[src/rtl/rv32i_pkg.sv]
// rv32i_pkg
//   Shared types and constants for the RV32 execute stage and its
//   iterative multiply/divide unit.
//   Contents: XLEN, ALU op encoding, M-extension op encoding, forwarding
//   select encoding, md FSM state encoding, counter-width helper, and
//   op-class helpers.
package rv32i_pkg;

  localparam int XLEN = 32;

  typedef enum logic [3:0] {
    ALU_ADD, ALU_SUB, ALU_AND, ALU_OR, ALU_XOR,
    ALU_SLT, ALU_SLTU, ALU_SLL, ALU_SRL, ALU_SRA
  } alu_op_t;

  typedef enum logic [3:0] {
    MD_NONE, MUL, MULH, MULHSU, MULHU, DIV, DIVU, REM, REMU
  } md_op_t;

  typedef enum logic [1:0] {
    FWD_RF, FWD_M, FWD_W
  } fwd_sel_t;

  typedef enum logic [1:0] {
    MD_IDLE, MD_BUSY, MD_DONE
  } md_state_t;

  // Counter must be able to hold DPW itself, hence DPW+1 values.
  function automatic int md_cnt_w(input int dpw);
    return $clog2(dpw + 1);
  endfunction

  localparam int MD_CNT_W = md_cnt_w(XLEN);

  function automatic logic is_mul_op(input md_op_t op);
    return op inside {MUL, MULH, MULHSU, MULHU};
  endfunction

  function automatic logic is_div_op(input md_op_t op);
    return op inside {DIV, DIVU, REM, REMU};
  endfunction

endpackage

[src/rtl/execute_stage_md_md_unit.sv]
// md_unit
//   Iterative RV32M multiply/divide engine: radix-2 shift-add multiplier and
//   restoring divider working on operand magnitudes, one step per cycle.
//   The sign correction is applied combinationally on the DONE result.
//   Ports:
//     clk, rst_n     clock, async active-low reset
//     start_i        begin an operation (honoured only in IDLE)
//     flush_i        abort an in-flight operation back to IDLE
//     op_i           M-extension op to start
//     a_i, b_i       forwarded source operands
//     busy_o         FSM is iterating
//     done_o         result_o is valid this cycle
//     result_o       final, sign-corrected result
module md_unit
  import rv32i_pkg::*;
#(
  parameter int DPW = XLEN
) (
  input  logic           clk,
  input  logic           rst_n,
  input  logic           start_i,
  input  logic           flush_i,
  input  md_op_t         op_i,
  input  logic [DPW-1:0] a_i,
  input  logic [DPW-1:0] b_i,
  output logic           busy_o,
  output logic           done_o,
  output logic [DPW-1:0] result_o
);

  localparam int CW = md_cnt_w(DPW);
  localparam logic [DPW-1:0] MOST_NEG = {1'b1, {(DPW-1){1'b0}}};

  md_state_t      state_q;
  logic [CW-1:0]  cnt_q;
  md_op_t         op_q;
  logic [DPW-1:0] hi_q, lo_q, b_q;
  logic           negq_q, negr_q;

  // Operand decode at start: which operands are signed, their magnitudes,
  // and the two divide cases that bypass iteration.
  logic           isDivI, signAI, signBI, negA, negB, divZero, divOvf;
  logic [DPW-1:0] magA, magB;
  always_comb begin
    isDivI  = is_div_op(op_i);
    signAI  = op_i inside {MUL, MULH, MULHSU, DIV, REM};
    signBI  = op_i inside {MUL, MULH, DIV, REM};
    negA    = signAI & a_i[DPW-1];
    negB    = signBI & b_i[DPW-1];
    magA    = negA ? -a_i : a_i;
    magB    = negB ? -b_i : b_i;
    divZero = isDivI & (b_i == '0);
    divOvf  = (op_i inside {DIV, REM}) & (a_i == MOST_NEG) & (&b_i);
  end

  // One iteration step. Multiply: {hi,lo} shifts right with the partial sum
  // entering at the top. Divide: hi is the partial remainder, lo shifts the
  // dividend out and quotient bits in; the borrow bit picks restore or not.
  logic [DPW:0]   mulSum, divShift, divDiff;
  logic [DPW-1:0] hi_d, lo_d;
  always_comb begin
    mulSum   = {1'b0, hi_q} + (lo_q[0] ? {1'b0, b_q} : '0);
    divShift = {hi_q, lo_q[DPW-1]};
    divDiff  = divShift - {1'b0, b_q};
    if (is_div_op(op_q)) begin
      if (!divDiff[DPW]) begin
        hi_d = divDiff[DPW-1:0];
        lo_d = {lo_q[DPW-2:0], 1'b1};
      end else begin
        hi_d = divShift[DPW-1:0];
        lo_d = {lo_q[DPW-2:0], 1'b0};
      end
    end else begin
      hi_d = mulSum[DPW:1];
      lo_d = {mulSum[0], lo_q[DPW-1:1]};
    end
  end

  // Result selection with sign fix. negq_q carries the product sign for
  // multiplies and the quotient sign for divides.
  logic [2*DPW-1:0] prodFix;
  always_comb begin
    prodFix  = negq_q ? -{hi_q, lo_q} : {hi_q, lo_q};
    result_o = '0;
    case (op_q)
      MUL:                  result_o = prodFix[DPW-1:0];
      MULH, MULHSU, MULHU:  result_o = prodFix[2*DPW-1:DPW];
      DIV, DIVU:            result_o = negq_q ? -lo_q : lo_q;
      REM, REMU:            result_o = negr_q ? -hi_q : hi_q;
      default:              result_o = '0;
    endcase
  end

  assign busy_o = (state_q == MD_BUSY);
  assign done_o = (state_q == MD_DONE);

  // FSM, counter and datapath registers. Special divide cases preload hi/lo
  // so that the ordinary DONE sign fix yields the architected result.
  always_ff @(posedge clk or negedge rst_n) begin
    if (!rst_n) begin
      state_q <= MD_IDLE;
      cnt_q   <= '0;
      op_q    <= MD_NONE;
      hi_q    <= '0;
      lo_q    <= '0;
      b_q     <= '0;
      negq_q  <= 1'b0;
      negr_q  <= 1'b0;
    end else begin
      case (state_q)
        MD_IDLE: begin
          if (start_i) begin
            op_q <= op_i;
            b_q  <= magB;
            if (divZero) begin
              hi_q    <= magA;
              lo_q    <= '1;
              negq_q  <= 1'b0;
              negr_q  <= negA;
              cnt_q   <= '0;
              state_q <= MD_DONE;
            end else if (divOvf) begin
              hi_q    <= '0;
              lo_q    <= a_i;
              negq_q  <= 1'b0;
              negr_q  <= 1'b0;
              cnt_q   <= '0;
              state_q <= MD_DONE;
            end else begin
              hi_q    <= '0;
              lo_q    <= magA;
              negq_q  <= negA ^ negB;
              negr_q  <= negA;
              cnt_q   <= CW'(DPW);
              state_q <= MD_BUSY;
            end
          end
        end
        MD_BUSY: begin
          if (flush_i) begin
            state_q <= MD_IDLE;
          end else begin
            hi_q  <= hi_d;
            lo_q  <= lo_d;
            cnt_q <= cnt_q - 1'b1;
            if (cnt_q == CW'(1)) state_q <= MD_DONE;
          end
        end
        default: state_q <= MD_IDLE;
      endcase
    end
  end

endmodule

[src/rtl/execute_stage_md.sv]
// execute_stage_md
//   RV32 execute stage with M/W operand forwarding, valid/flush handling and
//   an iterative multiply/divide unit that stalls the front end.
//   Ports:
//     clk, rst_n                     clock, async active-low reset
//     validE, flushE                 E holds an instruction / kill it
//     regwriteE, resultsrcE,
//     memwriteE                      control passed to M
//     alu_ctrlE, md_opE              ALU op / M-extension op (MD_NONE = ALU)
//     alusrcE                        srcB = immextE when 1
//     fwd_aE, fwd_bE                 forwarding selects for srcA / Rd2
//     Rd1E, Rd2E, immextE, RdE       operands and destination
//     resultW                        writeback value for forwarding
//     stallE                         hold F/D/E
//     validM ... RdM                 E/M pipeline register outputs
module execute_stage_md
  import rv32i_pkg::*;
#(
  parameter int DPW    = XLEN,
  parameter bit MUL_EN = 1'b1,
  parameter bit DIV_EN = 1'b1
) (
  input  logic           clk,
  input  logic           rst_n,
  input  logic           validE,
  input  logic           flushE,
  input  logic           regwriteE,
  input  logic           resultsrcE,
  input  logic           memwriteE,
  input  alu_op_t        alu_ctrlE,
  input  md_op_t         md_opE,
  input  logic           alusrcE,
  input  fwd_sel_t       fwd_aE,
  input  fwd_sel_t       fwd_bE,
  input  logic [DPW-1:0] Rd1E,
  input  logic [DPW-1:0] Rd2E,
  input  logic [DPW-1:0] immextE,
  input  logic [4:0]     RdE,
  input  logic [DPW-1:0] resultW,
  output logic           stallE,
  output logic           validM,
  output logic           regwriteM,
  output logic           resultsrcM,
  output logic           memwriteM,
  output logic [DPW-1:0] aluresultM,
  output logic [DPW-1:0] Rd2M,
  output logic [4:0]     RdM
);

  localparam int SHW = $clog2(DPW);

  // Forwarding muxes and the srcB immediate mux.
  logic [DPW-1:0] srcA, rd2Fwd, srcB;
  always_comb begin
    case (fwd_aE)
      FWD_M:   srcA = aluresultM;
      FWD_W:   srcA = resultW;
      default: srcA = Rd1E;
    endcase
    case (fwd_bE)
      FWD_M:   rd2Fwd = aluresultM;
      FWD_W:   rd2Fwd = resultW;
      default: rd2Fwd = Rd2E;
    endcase
  end
  assign srcB = alusrcE ? immextE : rd2Fwd;

  // Single-cycle ALU. Any M-extension encoding that reaches this path
  // (disabled class or not started) produces zero.
  logic [DPW-1:0] aluOut, exResult;
  logic [SHW-1:0] shamt;
  logic           isMdOp;
  always_comb begin
    shamt  = srcB[SHW-1:0];
    aluOut = '0;
    case (alu_ctrlE)
      ALU_ADD:  aluOut = srcA + srcB;
      ALU_SUB:  aluOut = srcA - srcB;
      ALU_AND:  aluOut = srcA & srcB;
      ALU_OR:   aluOut = srcA | srcB;
      ALU_XOR:  aluOut = srcA ^ srcB;
      ALU_SLT:  aluOut = {{(DPW-1){1'b0}}, $signed(srcA) < $signed(srcB)};
      ALU_SLTU: aluOut = {{(DPW-1){1'b0}}, srcA < srcB};
      ALU_SLL:  aluOut = srcA << shamt;
      ALU_SRL:  aluOut = srcA >> shamt;
      ALU_SRA:  aluOut = $signed(srcA) >>> shamt;
      default:  aluOut = '0;
    endcase
    isMdOp   = is_mul_op(md_opE) | is_div_op(md_opE);
    exResult = isMdOp ? '0 : aluOut;
  end

  // Start/stall handshake. A request is only taken in IDLE, so the DONE
  // cycle (same instruction still in E) never restarts the unit.
  logic           mdEnabled, mdReq, mdIdle, mdStart, mdBusy, mdDone;
  logic [DPW-1:0] mdResult;
  assign mdEnabled = (is_mul_op(md_opE) & MUL_EN) | (is_div_op(md_opE) & DIV_EN);
  assign mdReq     = validE & ~flushE & mdEnabled;
  assign mdIdle    = ~mdBusy & ~mdDone;
  assign mdStart   = mdReq & mdIdle;
  assign stallE    = rst_n & (mdStart | (mdBusy & ~flushE));

  md_unit #(.DPW(DPW)) u_md (
    .clk      (clk),
    .rst_n    (rst_n),
    .start_i  (mdReq),
    .flush_i  (flushE),
    .op_i     (md_opE),
    .a_i      (srcA),
    .b_i      (srcB),
    .busy_o   (mdBusy),
    .done_o   (mdDone),
    .result_o (mdResult)
  );

  // Control and store data of the M-ext instruction, captured at start so
  // forwarding sources may change while the unit iterates.
  logic           mdRegwrite_q, mdResultsrc_q, mdMemwrite_q;
  logic [4:0]     mdRd_q;
  logic [DPW-1:0] mdRd2_q;
  always_ff @(posedge clk or negedge rst_n) begin
    if (!rst_n) begin
      mdRegwrite_q  <= 1'b0;
      mdResultsrc_q <= 1'b0;
      mdMemwrite_q  <= 1'b0;
      mdRd_q        <= '0;
      mdRd2_q       <= '0;
    end else if (mdStart) begin
      mdRegwrite_q  <= regwriteE;
      mdResultsrc_q <= resultsrcE;
      mdMemwrite_q  <= memwriteE;
      mdRd_q        <= RdE;
      mdRd2_q       <= rd2Fwd;
    end
  end

  // E/M register: bubble while stalled, M-ext result in DONE, otherwise the
  // single-cycle path. A flush in DONE falls through to the single-cycle
  // path with validM cleared, so no result is written.
  logic validNext;
  assign validNext = validE & ~flushE;
  always_ff @(posedge clk or negedge rst_n) begin
    if (!rst_n) begin
      validM     <= 1'b0;
      regwriteM  <= 1'b0;
      resultsrcM <= 1'b0;
      memwriteM  <= 1'b0;
      aluresultM <= '0;
      Rd2M       <= '0;
      RdM        <= '0;
    end else if (stallE) begin
      validM    <= 1'b0;
      regwriteM <= 1'b0;
      memwriteM <= 1'b0;
    end else if (mdDone && !flushE) begin
      validM     <= 1'b1;
      regwriteM  <= mdRegwrite_q;
      resultsrcM <= mdResultsrc_q;
      memwriteM  <= mdMemwrite_q;
      aluresultM <= mdResult;
      Rd2M       <= mdRd2_q;
      RdM        <= mdRd_q;
    end else begin
      validM     <= validNext;
      regwriteM  <= regwriteE & validNext;
      resultsrcM <= resultsrcE;
      memwriteM  <= memwriteE & validNext;
      aluresultM <= exResult;
      Rd2M       <= rd2Fwd;
      RdM        <= RdE;
    end
  end

endmodule

[config.mk]
export PLATFORM = sky130hd
export DESIGN_NAME = execute_stage_md
export DESIGN_NICKNAME = d
export VERILOG_FILES = /design/src/rtl/rv32i_pkg.sv /design/src/rtl/execute_stage_md_md_unit.sv /design/src/rtl/execute_stage_md.sv
export SDC_FILE = /design/constraint.sdc
export NUM_CORES = 2
export LEC_CHECK = 0
export CORE_MARGIN = 3
export CORE_UTILIZATION = 30
export CTS_BUF_LIST = sky130_fd_sc_hd__clkbuf_4 sky130_fd_sc_hd__clkbuf_8
export DETAILED_ROUTE_END_ITERATION = 12
export DONT_BUFFER_PORTS = 1
export SETUP_SLACK_MARGIN = 0.5
export SYNTH_ARGS = -nofsm -noshare
export SYNTH_HDL_FRONTEND = slang
export SYNTH_SLANG_ARGS = --single-unit
[constraint.sdc]
create_clock -name clk -period 13.55 [get_ports clk]
set_input_delay 4.065 -clock clk [delete_from_list [all_inputs] [get_ports clk]]
set_output_delay 4.065 -clock clk [all_outputs]
set_load 0.1 [all_outputs]
==> impl_metrics.ini <==
[cts]
cts_sinks = 223
cts_tree = built
ctsHoldBuffers = 0
worstSkewPairLatency_ps = 720
cts_made_buffers = 45
cts_max_level = 2
clkTransAtPathRegs_ps = 60
cts_resized = 0
root_buffer = clkbuf_8
post_cts_buffers = 0
cts_buffer_depth = 3

[final_layout]
syn2layout_area_growth_pct = 9.44
final_cell_mix = nand2_1 (576), nor2_1 (344), o21ai_0 (326), a21oi_1 (324), dfrtp_1 (222)
drive_gt1_share_pct = 8.43
design_area_sq_mm = 0.0308
nets = 4171
final.fill_count = 10100
final_common_cell = nand2_1

[logic_synthesis]
synth_seq_cells = 223
yosysWarnings = 0
syn_nets = 4271
yosysTopAreaCell = dfrtp_1
synthTopCellsByArea = dfrtp_1 (20%), ha_1 (7.9%), nand2_1 (7.7%), o21ai_0 (5.9%), a21oi_1 (5.8%)
syn-cell-area_sq_mm = 0.0281
synth.avg_cell_area_sq_um = 7.14
synth_top_area_share_pct = 19.9
synthArstFlopShare_pct = 100
synthFlopType = dfrtp_1
ys_seq_area_share_pct = 19.9
synth_cells = 3936
synth.distinct_cells = 92
synth_edf_count = 0

[floorplanning]
die_area_sq_mm = 0.0974
fp.dieH_um = 312
die_w_um = 312
coreArea_sq_mm = 0.0922
rows = 111
ios = 227
start_util_pct = 30.5

[sta]
final.setup.tns_ps = 0
setup_slack_ps = 3850
period_minus_slack_ps = 9700
max_freq_ghz = 0.103
finalSetupViolations = 0
rsz0062_at_grt = false
tightest_slew_ps = 1360
whs_ps = 473
finalClockSkew_ps = 72.8
slew_violations = 0
slew_headroom_pct = 9.45
hold_viol_final = 0
fin_crit_sh_pct = 71.6

[setup_path]
path_class = input pin to register
end_kind = register
cp.arrival_ps = 10280
critical_path_required_ps = 14130
start_kind = input pin
crit_fanout = 68

[power_and_ir_drop]
clkPwrFrac_pct = 13.3
power.density_mw_per_mm2 = 213
intPower_mw = 2.70
ir_drop_v = 0.000108
p_leak_nw = 12.9
pwr-share-comb_pct = 61.7
seqPwrFrac_pct = 25.0
p_sw_mw = 3.85
swShare_pct = 58.8
finalPower_mw = 6.54

[worst_hold_path]
hold_path_class = register to register

[route]
drc = 0
totalWireLength_mm = 165
drt_iter0_markers = 5353
vias = 32700
ant_nets = 0
wire_per_inst_um = 32.1
first_pass_iters = 6
viasPerCell = 6.38

[global_route]
grt_pass1_wl_mm = 227
track_usage_pct = 31.9
grt_max_degree = 225
grt_pass1_vias = 29500
grt-ovfl-total = 0
antenna_found_initial = 26

[placed_design]
portBuffers = 0
hpwl_mm = 127
dp_slack_ps = 3780
place_area_sq_mm = 0.0297
gp_congestion = 1.10

[status]
status = finished clean

[job]
drv_cap = 0
-- layout make-up --
type	count	area, sq um	area share [%]
Antenna cell	21	52.6	0.171
Tap cell	1243	1560	5.06
Sequential cell	223	5580	18.1
Inverter	164	617	2.01
Multi-Input combinational cell	3265	20900	67.9
Clock inverter	14	201	0.655
Timing Repair Buffer	137	1030	3.34
Clock buffer	64	843	2.74
-- through the flow --
| step | std cells | utilization, % |
|---|---|---|
| floorplan | 3936 | - |
| global placement | 5032 | 32.2 |
| detailed placement | 5032 | 32.2 |
| CTS | 5110 | 33.3 |
| global route | 5118 | 33.3 |
| finish | 5131 | 33.4 |
-- cells by family (layout without fill, tap and decap cells) --
family	count (synthesis)	count (layout)	synth area share [%]
adder cells (fa/ha/maj)	182	182	8.21
buffers and inverters	448	379	6.34
AND/OR/NAND/NOR	1344	1344	21.7
XOR/XNOR	207	207	6.45
multiplexers	185	185	6.69
flip-flops	223	223	19.9
AO/OA/AOI/OAI	1347	1347	30.8
other	0	21	0
-- per-layer routing --
metal | routed length, um | global-route usage, %
met1 | 65600 | 41.9
met2 | 65600 | 44.6
met3 | 20600 | 10.2
met4 | 12800 | 20.8
met5 | 70 | 1.04
-- synthesized netlist by cell type (all sizes together), types with 9 or more instances --
library cell / n
nand2: 578
o21ai: 371
nor2: 351
a21oi: 325
dfrtp: 223
clkbuf: 213
ha: 178
mux2i: 162
xnor2: 158
inv: 156
a31oi: 73
buf: 71
nand3: 68
nor3: 66
a22oi: 51
o211ai: 50
o31ai: 50
xor2: 49
a211oi: 46
a221oi: 46
nor2b: 42
o22ai: 41
a21o: 40
nand2b: 39
or3: 36
o221ai: 33
o21a: 30
or2: 29
a221o: 26
nor4: 24
mux2: 23
o21bai: 21
nand4: 20
and3: 19
or4: 19
and2: 17
a21boi: 13
o41ai: 13
a2111oi: 12
o31a: 12
nand3b: 11
a211o: 10
nor3b: 9
o32ai: 9
-- path summary, 6_finish.rpt --
path                                from              to  slack, ps  cells past startpoint
max                            fwd_bE[0]    u_md.lo_q[1]       3850                     17
min in group asynchronous          rst_n      resultsrcM       3080                      0
max reg2reg                aluresultM[0]    u_md.lo_q[1]       7700                     14
max in group asynchronous          rst_n  aluresultM[22]       9940                      0
min                            mdRd_q[0]       mdRd_q[0]        470                      2
min reg2reg                    mdRd_q[0]       mdRd_q[0]        470                      2
-- critical path: stages --
cell and delay (ps):
inv_1 30, ha_2 300, buf_4 520, or2_1 360
o221ai_4 210, inv_2 80, buf_4 540, ha_1 440
and3_1 360, nand4_1 170, nor4_1 930, nand4_1 450
nor4_2 590, or2_2 600, o311a_1 340, o21ai_1 100
o21ai_0 100
-- state kept, by name, summed over array words and instances (netlist names), 2 cells and up --
| signal | count |
|---|---|
| mdRd_q | 5 |
| RdM | 5 |
| u_md.lo_q | 32 |
| Rd2M | 32 |
| u_md.cnt_q | 6 |
| u_md.state_q | 2 |
| mdRd2_q | 32 |
| u_md.hi_q | 32 |
| u_md.b_q | 32 |
| aluresultM | 32 |
| u_md.op_q | 4 |
-- power groups by stage --
| stage | clock network [mW] | logic [mW] | registers, mW |
|---|---|---|---|
| 3_5_place_dp | 0 | 3.86 | 1.63 |
| 6_report | 0.868 | 4.04 | 1.64 |
| 5_1_grt | 0.897 | 4.29 | 1.66 |
| 3_3_place_gp | 0 | 3.85 | 1.63 |
| 4_1_cts | 0.867 | 3.88 | 1.62 |
| 2_1_floorplan | 0 | 2.61 | 1.58 |
Power figures use the tool's default switching activity.
